[src/rtl/popcount_decoder16.sv]
// -----------------------------------------------------------------------------
// popcount_decoder16
//
// Inverse of a 16-input population counter. A 5-bit count k arrives on a
// valid/ready handshake and produces two independent results:
//   * parallel: a 16-bit thermometer word with eff_k ones, delivered through
//     a two-stage elastic pipeline (S1 holds eff_k, S2 holds the decoded word);
//   * serial:   a burst of eff_k consecutive high cycles on ser_out.
// Counts 17..31 are out of range: they clamp to 16 (SAT=1) or collapse to 0
// (SAT=0), and in both cases set the sticky err flag.
//
// Parameters
//   SAT      1 = clamp counts 17..31 to 16, 0 = treat them as 0
//   REVERSE  0 = fill ones from y0 upward, 1 = fill ones from y15 downward
//
// Ports
//   clk         single clock, all state updates on the rising edge
//   rst         synchronous reset, active high
//   in_valid    count word offered
//   in_ready    count word accepted on in_valid & in_ready
//   x0..x4      5-bit unsigned count, x0 = LSB
//   out_valid   thermometer word valid
//   out_ready   downstream takes the word on out_valid & out_ready
//   y0..y15     thermometer word
//   ser_out     serial unary pulse stream, one high cycle per counted one
//   ser_busy    high while a serial burst is in progress
//   err         sticky out-of-range flag, cleared only by reset
// -----------------------------------------------------------------------------
module popcount_decoder16 #(
  parameter int SAT     = 1,
  parameter int REVERSE = 0
) (
  input  logic clk,
  input  logic rst,
  input  logic in_valid,
  output logic in_ready,
  input  logic x0,
  input  logic x1,
  input  logic x2,
  input  logic x3,
  input  logic x4,
  output logic out_valid,
  input  logic out_ready,
  output logic y0,
  output logic y1,
  output logic y2,
  output logic y3,
  output logic y4,
  output logic y5,
  output logic y6,
  output logic y7,
  output logic y8,
  output logic y9,
  output logic y10,
  output logic y11,
  output logic y12,
  output logic y13,
  output logic y14,
  output logic y15,
  output logic ser_out,
  output logic ser_busy,
  output logic err
);

  localparam logic [4:0] K_MAX = 5'd16;

  logic [4:0]  k_in;
  logic [4:0]  eff_k;
  logic        k_over;
  logic        accept;

  logic        s1_full;
  logic [4:0]  s1_k;
  logic        s2_valid;
  logic [15:0] s2_word;
  logic        s2_adv;
  logic        s1_to_s2;

  logic [4:0]  ser_cnt;
  logic        err_q;

  assign k_in   = {x4, x3, x2, x1, x0};
  assign k_over = (k_in > K_MAX);

  // Effective count after out-of-range handling.
  // NOTE: every signal assigned in always_comb gets a value on every path
  // (here via the if/else chain) so no latch is inferred.
  always_comb begin
    if (!k_over) begin
      eff_k = k_in;
    end else if (SAT != 0) begin
      eff_k = K_MAX;
    end else begin
      eff_k = 5'd0;
    end
  end

  // Thermometer decode of a count 0..16.
  function automatic logic [15:0] thermo(input logic [4:0] n);
    logic [15:0] w;
    w = '0;
    for (int i = 0; i < 16; i++) begin
      if (REVERSE == 0) begin
        w[i] = (i < int'(n));
      end else begin
        w[i] = (i >= 16 - int'(n));
      end
    end
    return w;
  endfunction

  // Handshake. S2 can take a new word when it is empty or being drained;
  // S1 can take a new count when it is empty or is handing its count to S2.
  // The serial burst holds off new counts so one burst never overlaps the next.
  // in_ready is also held low during reset so nothing counts as accepted then.
  assign s2_adv   = ~s2_valid | out_ready;
  assign s1_to_s2 = s1_full & s2_adv;
  assign ser_busy = (ser_cnt != 5'd0);
  assign in_ready = ~rst & ~ser_busy & (~s1_full | s2_adv);
  assign accept   = in_valid & in_ready;

  // Stage 1: effective count.
  // NOTE: sequential state is written with non-blocking assignments so every
  // register samples the pre-edge values of the others.
  always_ff @(posedge clk) begin
    if (rst) begin
      s1_full <= 1'b0;
      s1_k    <= '0;
    end else if (accept) begin
      s1_full <= 1'b1;
      s1_k    <= eff_k;
    end else if (s1_to_s2) begin
      s1_full <= 1'b0;
    end
  end

  // Stage 2: decoded word. An empty S2 shows all zeros on y.
  always_ff @(posedge clk) begin
    if (rst) begin
      s2_valid <= 1'b0;
      s2_word  <= '0;
    end else if (s2_adv) begin
      s2_valid <= s1_full;
      s2_word  <= s1_full ? thermo(s1_k) : '0;
    end
  end

  // Serial burst: load eff_k on accept, count down to zero, one pulse per
  // cycle while non-zero. It only decrements when non-zero, so it never wraps.
  always_ff @(posedge clk) begin
    if (rst) begin
      ser_cnt <= '0;
    end else if (accept) begin
      ser_cnt <= eff_k;
    end else if (ser_busy) begin
      ser_cnt <= ser_cnt - 5'd1;
    end
  end

  // Sticky flag: the raw count is checked, so it sets regardless of SAT.
  always_ff @(posedge clk) begin
    if (rst) begin
      err_q <= 1'b0;
    end else if (accept && k_over) begin
      err_q <= 1'b1;
    end
  end

  assign out_valid = s2_valid;
  assign ser_out   = ser_busy;
  assign err       = err_q;

  assign y0  = s2_word[0];
  assign y1  = s2_word[1];
  assign y2  = s2_word[2];
  assign y3  = s2_word[3];
  assign y4  = s2_word[4];
  assign y5  = s2_word[5];
  assign y6  = s2_word[6];
  assign y7  = s2_word[7];
  assign y8  = s2_word[8];
  assign y9  = s2_word[9];
  assign y10 = s2_word[10];
  assign y11 = s2_word[11];
  assign y12 = s2_word[12];
  assign y13 = s2_word[13];
  assign y14 = s2_word[14];
  assign y15 = s2_word[15];

endmodule

[config.mk]
export PLATFORM = sky130hd
export DESIGN_NAME = popcount_decoder16
export DESIGN_NICKNAME = d
export VERILOG_FILES = /design/src/rtl/popcount_decoder16.sv
export SDC_FILE = /design/constraint.sdc
export NUM_CORES = 1
export LEC_CHECK = 0
export CAP_MARGIN = 25
export CORE_MARGIN = 2
export CORE_UTILIZATION = 53
export DETAILED_ROUTE_END_ITERATION = 6
export GPL_TIMING_DRIVEN = 0
export PLACE_DENSITY_LB_ADDON = 0.2
export SLEW_MARGIN = 10
export SYNTH_ARGS = -nofsm -noshare
export SYNTH_HDL_FRONTEND = slang
export SYNTH_SLANG_ARGS = --single-unit
[constraint.sdc]
create_clock -name clk -period 3.46 [get_ports clk]
set_input_delay 0.346 -clock clk [delete_from_list [all_inputs] [get_ports clk]]
set_output_delay 0.346 -clock clk [all_outputs]
set_load 0.03 [all_outputs]
==> results.md, run 1 <==
* Final period utilization at 75.8%
* Distinct cells, synth at 41
* Slew Limit Headroom at 66.0%
* Reg-to-Reg Start: ser_cnt[0]$_SDFFE_PP0P_
* Resize count post-CTS at 0
* RR Endpoint: s1_k[2]$_SDFFE_PP0P_
* Static leakage at 0.000646 uW
* WS Path Type: flop to output pin
* Initial antenna violation count at 0
* Final setup fails at 0
* # nets final at 197
* Reg2reg path depth at 6
* Syn Inst Count at 151
* Post-Synth XOR/XNOR Area at 1.30%
* Routed Antenna Nets at 0
* Worst setup EP type: output pin
* Worst-Skew Late Latency at 340 ps
* Critical path launch point type: flop
* Synth Warn # at 0
* CTS Sinks at 29
* Most used DFF post-synth: dfxtp_1
* H-tree Lvls at 2
* Seq/Total Area, Yosys at 42.9%
* Most frequent cells in the layout: 29 x dfxtp_1, 29 x clkdlybuf4s50_1, 17 x a21oi_1
* Number of global-route vias before repair at 1092
* Placed Instances at 210
* Final Hold Fails at 0
* Antenna diode count at 0
* Pre-antenna DRT Iters at 4
* WP data required at 3110 ps
* GR Overflow Total at 0
* Core Box Area at 0.00245 mm2
* Port buffer count at 29
* FFs w/ async S/R, synth at 0%
* Area Overhead vs Synth at 30.5%
* Row Count at 18
* Root buf cell: clkbuf_4
* Largest family of logic cells by synthesized area: simple AND/OR/NAND/NOR gates
* Mux contribution to synthesized area at 0.740%
* Max-slew violation total from the final report at 0
* Pwr dens at 600 mW/mm2
* Total power at 1060 uW
* Clock Skew at 6.14 ps
* WL/cell at 14.7 um
* Synth Net Count at 161
* Number of max-cap violations at 0
* Setup slack, reg-to-reg at 1890 ps
* VDD IR max at 0.000603 V
* RSZ-0062 raised after global routing: no
* Mean Syn Cell Area at 8.96 um2
* Worst hold stages at 2
* Drt drc at 0
* Synth Area in Compound Gates at 23.0%
* First-pass GRT wire length at 5010 um
* Post-layout min period at 2620 ps
* Initial core utilization at 55.1%
* Hold-fix buffers, CTS at 0
* Hold Startpoint: s2_word[13]$_SDFFE_PP0P_
* Drt initial violations at 52
* Inserted Clock Buffers at 5
* Syn Std Cell Area at 0.00135 mm2
* Share of cells above drive strength 1 at 12.2%
* Vias per std cell at 5.74
* CTS max path bufs at 2
* Largest net degree at the start of global routing at 11
* Die Wd at 54.5 um
* Hold Path Class: flop to flop
* Vias at 1252
* Die Ht at 54.5 um
* Highest clock rate at 381 MHz
* Post-synth EDFFs at 0
* Final Instance Count excl. Fillers at 218
* Routed WL at 3200 um
* Tot GR Track Use at 24.3%
* IO Count at 30
* GP Congestion at 0.826
* Setup repair bufs after CTS at 0
* Crit path DAT at 2280 ps
* Hold endpoint: s2_word[13]$_SDFFE_PP0P_
* Status: completed
* Worst-Margin Slew at 510 ps
* CTS tree: built
* Synth Register Bits at 29
* Die Area at 0.00297 mm2
* Hpwl dp at 2200 um
* Total Neg Setup Slack at 0 ps
* Post-synthesis simple-gate area fraction at 23.7%
* Clock transition at path regs at 90 ps
* Post-synthesis adder-cell area fraction at 0.925%
* Worst-path fanout max at 9
[cell usage after synthesis, drive strengths merged (3+ instances only)]
cell / count / area share [%]
dfxtp: 29 / 43
a31oi: 9 / 4.2
a21oi: 17 / 6.3
nand2: 15 / 4.2
nand2b: 6 / 2.8
o211ai: 6 / 3.7
nor2b: 5 / 2.3
clkbuf: 6 / 2.4
nand4: 7 / 4.3
nor3: 3 / 1.1
nand3: 5 / 1.8
inv: 5 / 1.4
o31ai: 7 / 4.3
buf: 8 / 3.6
[power by group]
part / switching [uW] / internal [uW] / total (uW)
logic: 205 / 164 / 369
registers: 29.8 / 364 / 394
clock network: 124 / 172 / 296
total: 359 / 700 / 1060
[sequential cells by signal, summed over array words and instances, names as in the netlist]
signal and cells:
s2_word 16, ser_cnt 5, s1_k 5, err 1, out_valid 1, s1_full 1
[metrics by stage]
stage	hold WS (ps)	instance area [um2]	worst slack [ps]	util [%]
floorplan	482	1350	1410	-
global placement	440	1680	1080	68.5
detailed placement	446	1680	1090	68.5
CTS	459	1770	817	71.9
global route	473	1770	697	71.9
finish	459	1770	837	71.9
[worst max-delay path, stage by stage (launching register included)]
cell	delay, ps
dfxtp_1	350
inv_1	80
ha_1	210
nor4b_4	280
inv_2	140
nor3_1	180
clkdlybuf4s50_1	710
[cell type report]
class	instances	area, um2
inverters	5	18.8
multi-input cells	103	672
fillers	190	689
flip-flops and latches	29	581
plain buffers	14	81.3
clock buffers	7	55.1
clock inverters	1	30.0
well taps	30	37.5
repair buffers	29	290
[cells by family after synthesis]
logic type | after synthesis
simple gates | 52
compound gates | 47
flops | 29
buf+inv | 19
xor+xnor | 2
mux | 1
fa+ha+maj | 1
[worst max-delay path by stage]
| stage | startpoint | to | cells after the start |
|---|---|---|---|
| detailed placement | out_ready | in_ready | 5 |
| global placement | out_ready | in_ready | 5 |
| CTS | ser_cnt[0]$_SDFFE_PP0P_ | in_ready | 6 |
| global route | ser_cnt[0]$_SDFFE_PP0P_ | in_ready | 6 |
| floorplan | ser_cnt[0]$_SDFFE_PP0P_ | in_ready | 5 |
| finish | ser_cnt[0]$_SDFFE_PP0P_ | in_ready | 6 |
[routing by layer]
layer	up-vias	GRT usage [%]	share of wire, %
met1	584	30.9	46
met4	0	13.8	1.4
met3	7	5.74	6.2
met2	40	37.3	47
met5	-	0	0
li1	621	-	-
No activity file was read; power rests on OpenSTA's default activity.
==> run 2: changes to the inputs <==
--- a/config.mk
+++ b/config.mk
@@ -7,7 +7,7 @@
 export LEC_CHECK = 0
 export CAP_MARGIN = 25
 export CORE_MARGIN = 2
-export CORE_UTILIZATION = 53
+export CORE_UTILIZATION = 49
 export DETAILED_ROUTE_END_ITERATION = 6
 export GPL_TIMING_DRIVEN = 0
 export PLACE_DENSITY_LB_ADDON = 0.2
==> constraint.sdc (replaced) <==
create_clock -name clk -period 2.5 [get_ports clk]
set_input_delay 0.25 -clock clk [delete_from_list [all_inputs] [get_ports clk]]
set_output_delay 0.25 -clock clk [all_outputs]
set_load 0.03 [all_outputs]
==> run 2 against run 1 <==
- register-to-register slack lost 940 ps
- via count down 1.4%
- critical path type unchanged
- critical endpoint is now ser_out
- combinational power is 36% higher
- largest cell class unchanged
- global-route usage is 3.1 points lower
- wire length down 4.1%
- first-iteration DRC count is 62% lower
- clock power up 12%
==> results.md, run 2 (synthesis gave the netlist of run 1 again) <==
* Met2 WL at 1520 um (was 1490 um)
* VDD IR max at 0.000807 V (was 0.000603 V)
* H-tree Lvls at 2 (unchanged)
* Most frequent cells in the layout: 29 x dfxtp_1, 28 x clkdlybuf4s50_1, 17 x a21oi_1 (was 29 x dfxtp_1, 29 x clkdlybuf4s50_1, 17 x a21oi_1)
* GP Congestion at 0.796 (was 0.826)
* Routed Antenna Nets at 0 (unchanged)
* Fill cells at 248 (was 190)
* Logic pwr share at 36.5% (was 34.8%)
* RSZ-0062 raised after global routing: no (unchanged)
* Die Area at 0.00320 mm2 (was 0.00297 mm2)
* Static leakage at 0.000645 uW (was 0.000646 uW)
* WP data required at 2250 ps (was 3110 ps)
* CP cell instances: inv_1 > ha_1 > nor4b_4 > inv_2 > buf_4 > clkdlybuf4s50_1 (was inv_1 > ha_1 > nor4b_4 > inv_2 > nor3_1 > clkdlybuf4s50_1)
* Top Family by Delay on Critical Path: buffers and inverters (unchanged)
* Total Neg Setup Slack at 0 ps (unchanged)
* DR top layer: met4 (unchanged)
* Sequential Power Share at 39.5% (was 37.2%)
* Vias per std cell at 5.63 (was 5.74)
* Worst-Margin Slew at 516 ps (was 510 ps)
* Drt drc at 0 (unchanged)
* Psw at 490 uW (was 359 uW)
* Initial core utilization at 50.3% (was 55.1%)
* Die Ht at 56.5 um (was 54.5 um)
* WL/cell at 14.0 um (was 14.7 um)
* Largest net degree at the start of global routing at 11 (unchanged)
* GR Overflow Total at 0 (unchanged)
* Root buf cell: clkbuf_4 (unchanged)
* Pre-antenna DRT Iters at 4 (unchanged)
* Highest clock rate at 427 MHz
* Design area at 0.00175 mm2 (was 0.00177 mm2)
* Routed WL at 3070 um (was 3200 um)
* # nets final at 197 (unchanged)
* Hpwl dp at 2240 um (was 2200 um)
* Row Count at 19 (was 18)
* Footprint of the multi-input gates at 672 um2 (unchanged)
* Initial antenna violation count at 0 (unchanged)
* IO Count at 30 (unchanged)
* Vias at 1234 (was 1252)
* CTS tree: built (unchanged)
* Number of max-cap violations at 0 (unchanged)
* CTS max path bufs at 2 (unchanged)
* Drt initial violations at 20 (was 52)
* Inserted Clock Buffers at 5 (unchanged)
* Slew Limit Headroom at 65.6% (was 66.0%)
* Worst-Skew Late Latency at 330 ps (was 340 ps)
* Internal power at 889 uW (was 700 uW)
* Worst setup EP type: output pin (unchanged)
* Port buffer count at 29 (unchanged)
* Total power at 1380 uW (was 1060 uW)
* Register area at 581 um2 (unchanged)
* Area Overhead vs Synth at 29.4% (was 30.5%)
* Max-slew violation total from the final report at 0 (unchanged)
* Clock transition at path regs at 90 ps (about the same)
* Largest registers: s2_word (16), s1_k (5), ser_cnt (5) (unchanged)
* Clk pwr share at 24.0% (was 28.0%)
* Met3 wire len at 183 um (was 197 um)
* Antenna diode count at 0 (unchanged)
* Clock Skew at 11.7 ps (was 6.14 ps)
* Switching Share at 35.5% (was 33.9%)
* Post-Route Utilization at 65.2% (was 71.9%)
* Final Hold Fails at 0 (unchanged)
* CP max stage cell: clkdlybuf4s50_1 (unchanged)
* Number of global-route vias before repair at 1147 (was 1092)
* Final period utilization at 93.7%
* CP bufs+invs at 4 (was 3)
* WS Path Type: flop to output pin (unchanged)
* Worst-path fanout max at 9 (unchanged)
* Placement Cell Area at 0.00168 mm2 (about the same)
* Setup repair bufs after CTS at 0 (unchanged)
* Post-Route M1 WL at 1320 um (was 1460 um)
* Share of cells above drive strength 1 at 12.8% (was 12.2%)
* Tot GR Track Use at 21.1% (was 24.3%)
* Core Box Area at 0.00269 mm2 (was 0.00245 mm2)
* CTS Sinks at 29 (unchanged)
* Largest Register: s2_word (unchanged)
* Crit path DAT at 2090 ps (was 2280 ps)
* First-pass GRT wire length at 5220 um (was 5010 um)
* Die Wd at 56.5 um (was 54.5 um)
* Hold Path Class: flop to flop (unchanged)
* Critical path launch point type: flop (unchanged)
* Post-layout min period at 2340 ps
* Pwr dens at 788 mW/mm2 (was 600 mW/mm2)
* Max incr delay on CP at 580 ps (was 710 ps)
* Max FFs per register at 16 (unchanged)
* Status: completed (unchanged)
* Most common cell after layout, fill and taps aside: dfxtp_1
* Final setup fails at 0 (unchanged)
-- run 2: changes by cell type in the layout (fill, tap and decap cells not counted) --
| cell | before | now |
|---|---|---|
| clkbuf_8 | 2 | 3 |
| clkdlybuf4s50_1 | 29 | 28 |
| clkinv_2 | 0 | 1 |
| clkbuf_1 | 6 | 5 |
| bufinv_16 | 1 | 0 |
| dlygate4sd2_1 | 0 | 1 |
-- run 2: worst min-delay path, delay by kind of cell (launching register included) --
| kind | cells | cell delay (ps) |
|---|---|---|
| AO/OA/AOI/OAI | 1 | 50 |
| flip-flops | 1 | 320 |
| AND/OR/NAND/NOR | 1 | 50 |
-- run 2: metal layers --
metal	GRT usage [%]	vias up
met3	6.91	7
met1	24.9	570
met5	0	-
met4	6.46	0
met2	36.2	37
li1	-	620
-- run 2: power groups by stage --
stage	logic (uW)	registers, uW	clock network, uW
4_1_cts	502	545	339
3_5_place_dp	506	554	0
3_3_place_gp	494	551	0
5_1_grt	550	551	356
6_report	503	545	331
2_1_floorplan	362	557	0
-- run 2: area by class of cell --
| cell class | count | area share [%] |
|---|---|---|
| Tap cell | 31 | 2.22 |
| Timing Repair Buffer | 29 | 16.5 |
| Clock buffer | 7 | 3.72 |
| Clock inverter | 1 | 0.286 |
| Buffer | 14 | 4.65 |
| Multi-Input combinational cell | 103 | 38.4 |
| Inverter | 5 | 1.07 |
| Sequential cell | 29 | 33.2 |
-- run 2: worst paths after layout --
check	end	slack (ps)	cells past startpoint	start
setup / recovery	ser_out	160	6	ser_cnt[0]$_SDFFE_PP0P_
hold / removal	s2_word[4]$_SDFFE_PP0P_	450	2	s2_word[4]$_SDFFE_PP0P_
hold reg to reg	s2_word[4]$_SDFFE_PP0P_	450	2	s2_word[4]$_SDFFE_PP0P_
setup reg to reg	s1_k[2]$_SDFFE_PP0P_	950	6	ser_cnt[0]$_SDFFE_PP0P_
-- run 2: per-stage QoR --
stage	hold slack, ps	cells	worst slack (ps)
3_5_place_dp	445	211	291
5_1_grt	473	219	23.6
3_3_place_gp	440	211	310
4_1_cts	458	219	148
6_report	454	219	157
2_1_floorplan	406	151	548
-- run 2: timing repair --
item                                    in CTS  in global routing
hold buffers                                 0                  0
gates resized for setup                      1                  0
endpoints found under the setup margin       1                  0
==> run 3: changes to the inputs <==
==> constraint.sdc (replaced) <==
create_clock -name clk -period 2.24 [get_ports clk]
set_input_delay 0.224 -clock clk [delete_from_list [all_inputs] [get_ports clk]]
set_output_delay 0.224 -clock clk [all_outputs]
set_load 0.03 [all_outputs]
==> run 3 against run 2 <==
- final cell count unchanged
- register-to-register slack worse by 260 ps
- worst hold slack unchanged
- utilization down 0.093 points
- sequential share of layout area about the same
- first-iteration DRC count up 5.0%
- setup slack better by 5.0 ps
- sequential power up 12%
- sequential cell count unchanged
- via count down 0.16%
- cell area down 0.14%
- highest routed layer unchanged
==> results.md, run 3 (synthesis gave the netlist of run 1 again) <==
* Launch point of the worst path: ser_cnt[0]$_SDFFE_PP0P_ (unchanged)
* Final period utilization at 92.8%
* Max-slew violation total from the final report at 0 (unchanged)
* Critical path launch point type: flop (unchanged)
* Design area at 0.00175 mm2 (about the same)
* Number of global-route vias before repair at 1147 (unchanged)
* Fill cells at 248 (unchanged)
* Highest clock rate at 481 MHz
* WP data required at 2020 ps (was 2250 ps)
* WS Path Type: flop to output pin (unchanged)
* Worst-Margin Slew at 516 ps (unchanged)
* Register area at 581 um2 (unchanged)
* Die Ht at 56.5 um (unchanged)
* Row Count at 19 (unchanged)
* Die Wd at 56.5 um (unchanged)
* Post-layout min period at 2080 ps
* Die Area at 0.00320 mm2 (unchanged)
* Drt initial violations at 21 (was 20)
* Slew Limit Headroom at 65.6% (unchanged)
* Area Overhead vs Synth at 29.2% (was 29.4%)
* Antenna diode count at 0 (unchanged)
* Pre-antenna DRT Iters at 4 (unchanged)
* RSZ-0062 raised after global routing: no (unchanged)
* Largest Register: s2_word (unchanged)
* Hold endpoint: s2_word[4]$_SDFFE_PP0P_ (unchanged)
* Crit path DAT at 1850 ps (was 2090 ps)
* Static leakage at 0.000650 uW (was 0.000645 uW)
* VDD IR max at 0.000891 V (was 0.000807 V)
* Worst setup EP type: output pin (unchanged)
* Pwr dens at 872 mW/mm2 (was 788 mW/mm2)
* Status: completed (unchanged)
* Most common cell after layout, fill and taps aside: dfxtp_1 (unchanged)
* Clock Skew at 11.7 ps (unchanged)
* Largest net degree at the start of global routing at 11 (unchanged)
* Worst hold stages at 2 (unchanged)
* Core Box Area at 0.00269 mm2 (unchanged)
* Setup repair bufs after CTS at 0 (unchanged)
* CTS Sinks at 29 (unchanged)
* Initial antenna violation count at 0 (unchanged)
* Final Instance Count excl. Fillers at 219 (unchanged)
* Share of cells above drive strength 1 at 13.3% (was 12.8%)
* Vias at 1232 (was 1234)
* Hold Path Class: flop to flop (unchanged)
* Placed Instances at 211 (unchanged)
* Resize count post-CTS at 2 (was 1)
* WL/cell at 14.0 um (unchanged)
* Largest registers: s2_word (16), s1_k (5), ser_cnt (5) (unchanged)
* Port buffer count at 29 (unchanged)
* Setup slack, reg-to-reg at 690 ps (was 950 ps)
* Reg-to-Reg Start: ser_cnt[0]$_SDFFE_PP0P_ (unchanged)
* Final Hold Fails at 0 (unchanged)
* Worst-path fanout max at 9 (unchanged)
* Placement Cell Area at 0.00168 mm2 (unchanged)
* GR Overflow Total at 0 (unchanged)
* CTS tree: built (unchanged)
* Vias per std cell at 5.63 (about the same)
* Clock transition at path regs at 90 ps (about the same)
* CP cell instances: inv_1 > ha_1 > nor4b_4 > inv_2 > buf_4 > dlygate4sd2_1 (was inv_1 > ha_1 > nor4b_4 > inv_2 > buf_4 > clkdlybuf4s50_1)
* Final setup fails at 0 (unchanged)
* Max incr delay on CP at 340 ps (was 580 ps)
* Max FFs per register at 16 (unchanged)
* Footprint of the multi-input gates at 672 um2 (unchanged)
* CP max stage cell: dfxtp_1 (was clkdlybuf4s50_1)
* First-pass GRT wire length at 5220 um (unchanged)
* RR Endpoint: s1_k[2]$_SDFFE_PP0P_ (unchanged)
* Root buf cell: clkbuf_4 (unchanged)
* Hold-fix buffers, CTS at 0 (unchanged)
* # nets final at 197 (unchanged)
* Worst-Skew Late Latency at 330 ps (about the same)
* Number of max-cap violations at 0 (unchanged)
* H-tree Lvls at 2 (unchanged)
* Routed Antenna Nets at 0 (unchanged)
* Routed WL at 3070 um (unchanged)
* IO Count at 30 (unchanged)
* GP Congestion at 0.796 (unchanged)
* Hold Startpoint: s2_word[4]$_SDFFE_PP0P_ (unchanged)
* Drt drc at 0 (unchanged)
* Initial core utilization at 50.3% (unchanged)
* Reg2reg path depth at 6 (unchanged)
* Most frequent cells in the layout: 29 x dfxtp_1, 26 x clkdlybuf4s50_1, 17 x a21oi_1 (was 29 x dfxtp_1, 28 x clkdlybuf4s50_1, 17 x a21oi_1)
* Post-Route Utilization at 65.1% (was 65.2%)
* Total Neg Setup Slack at 0 ps (unchanged)
* Hpwl dp at 2240 um (unchanged)
* Inserted Clock Buffers at 5 (unchanged)
* Tot GR Track Use at 21.1% (unchanged)
* CTS max path bufs at 2 (unchanged)
## run 3: cell types whose count changed in the layout (fill, tap and decap cells not counted), sizes merged
cell and change:
dlymetal6s2s +1, clkbuf +1, clkdlybuf4s50 -2
## run 3: how the worst max path moves through the flow
| stage | endpoint |
|---|---|
| final | ser_out |
| after global routing | ser_out |
| after CTS | ser_busy |
| after detailed placement | in_ready |
| after global placement | in_ready |
| after floorplan | in_ready |
## run 3: critical path: cells and delay by family (launching register included)
family / cells / cell delay, ps
adder cells (fa/ha/maj): 1 / 210
flip-flops: 1 / 340
buffers and inverters: 4 / 700
AND/OR/NAND/NOR: 1 / 270
## run 3: cell type report
type / instances / area share [%]
clock inverters: 1 / 0.286
flip-flops and latches: 29 / 33.2
repair buffers: 29 / 16.4
inverters: 5 / 1.07
clock buffers: 7 / 3.72
well taps: 31 / 2.22
multi-input cells: 103 / 38.4
plain buffers: 14 / 4.65
## run 3: where the power goes
| part | leakage (uW) | internal (uW) | switching [uW] |
|---|---|---|---|
| clock network | 0.0000413 | 182 | 188 |
| registers | 0.000235 | 562 | 45.4 |
| logic | 0.000374 | 234 | 312 |
## run 3: layer usage
metal	wire length (um)	part of all wire (%)	global-route usage, %
met4	46	1.5	6.46
met2	1520	49	36.2
met3	183	6.0	6.91
met1	1320	43	24.9
met5	0	0	0
## run 3: through the flow
step | setup WS (ps) | power [uW] | hold WS [ps]
floorplan | 314 | 1030 | 380
global placement | 102 | 1170 | 440
detailed placement | 83.2 | 1180 | 445
CTS | 11.7 | 1540 | 458
global route | 30.5 | 1610 | 473
finish | 162 | 1520 | 454
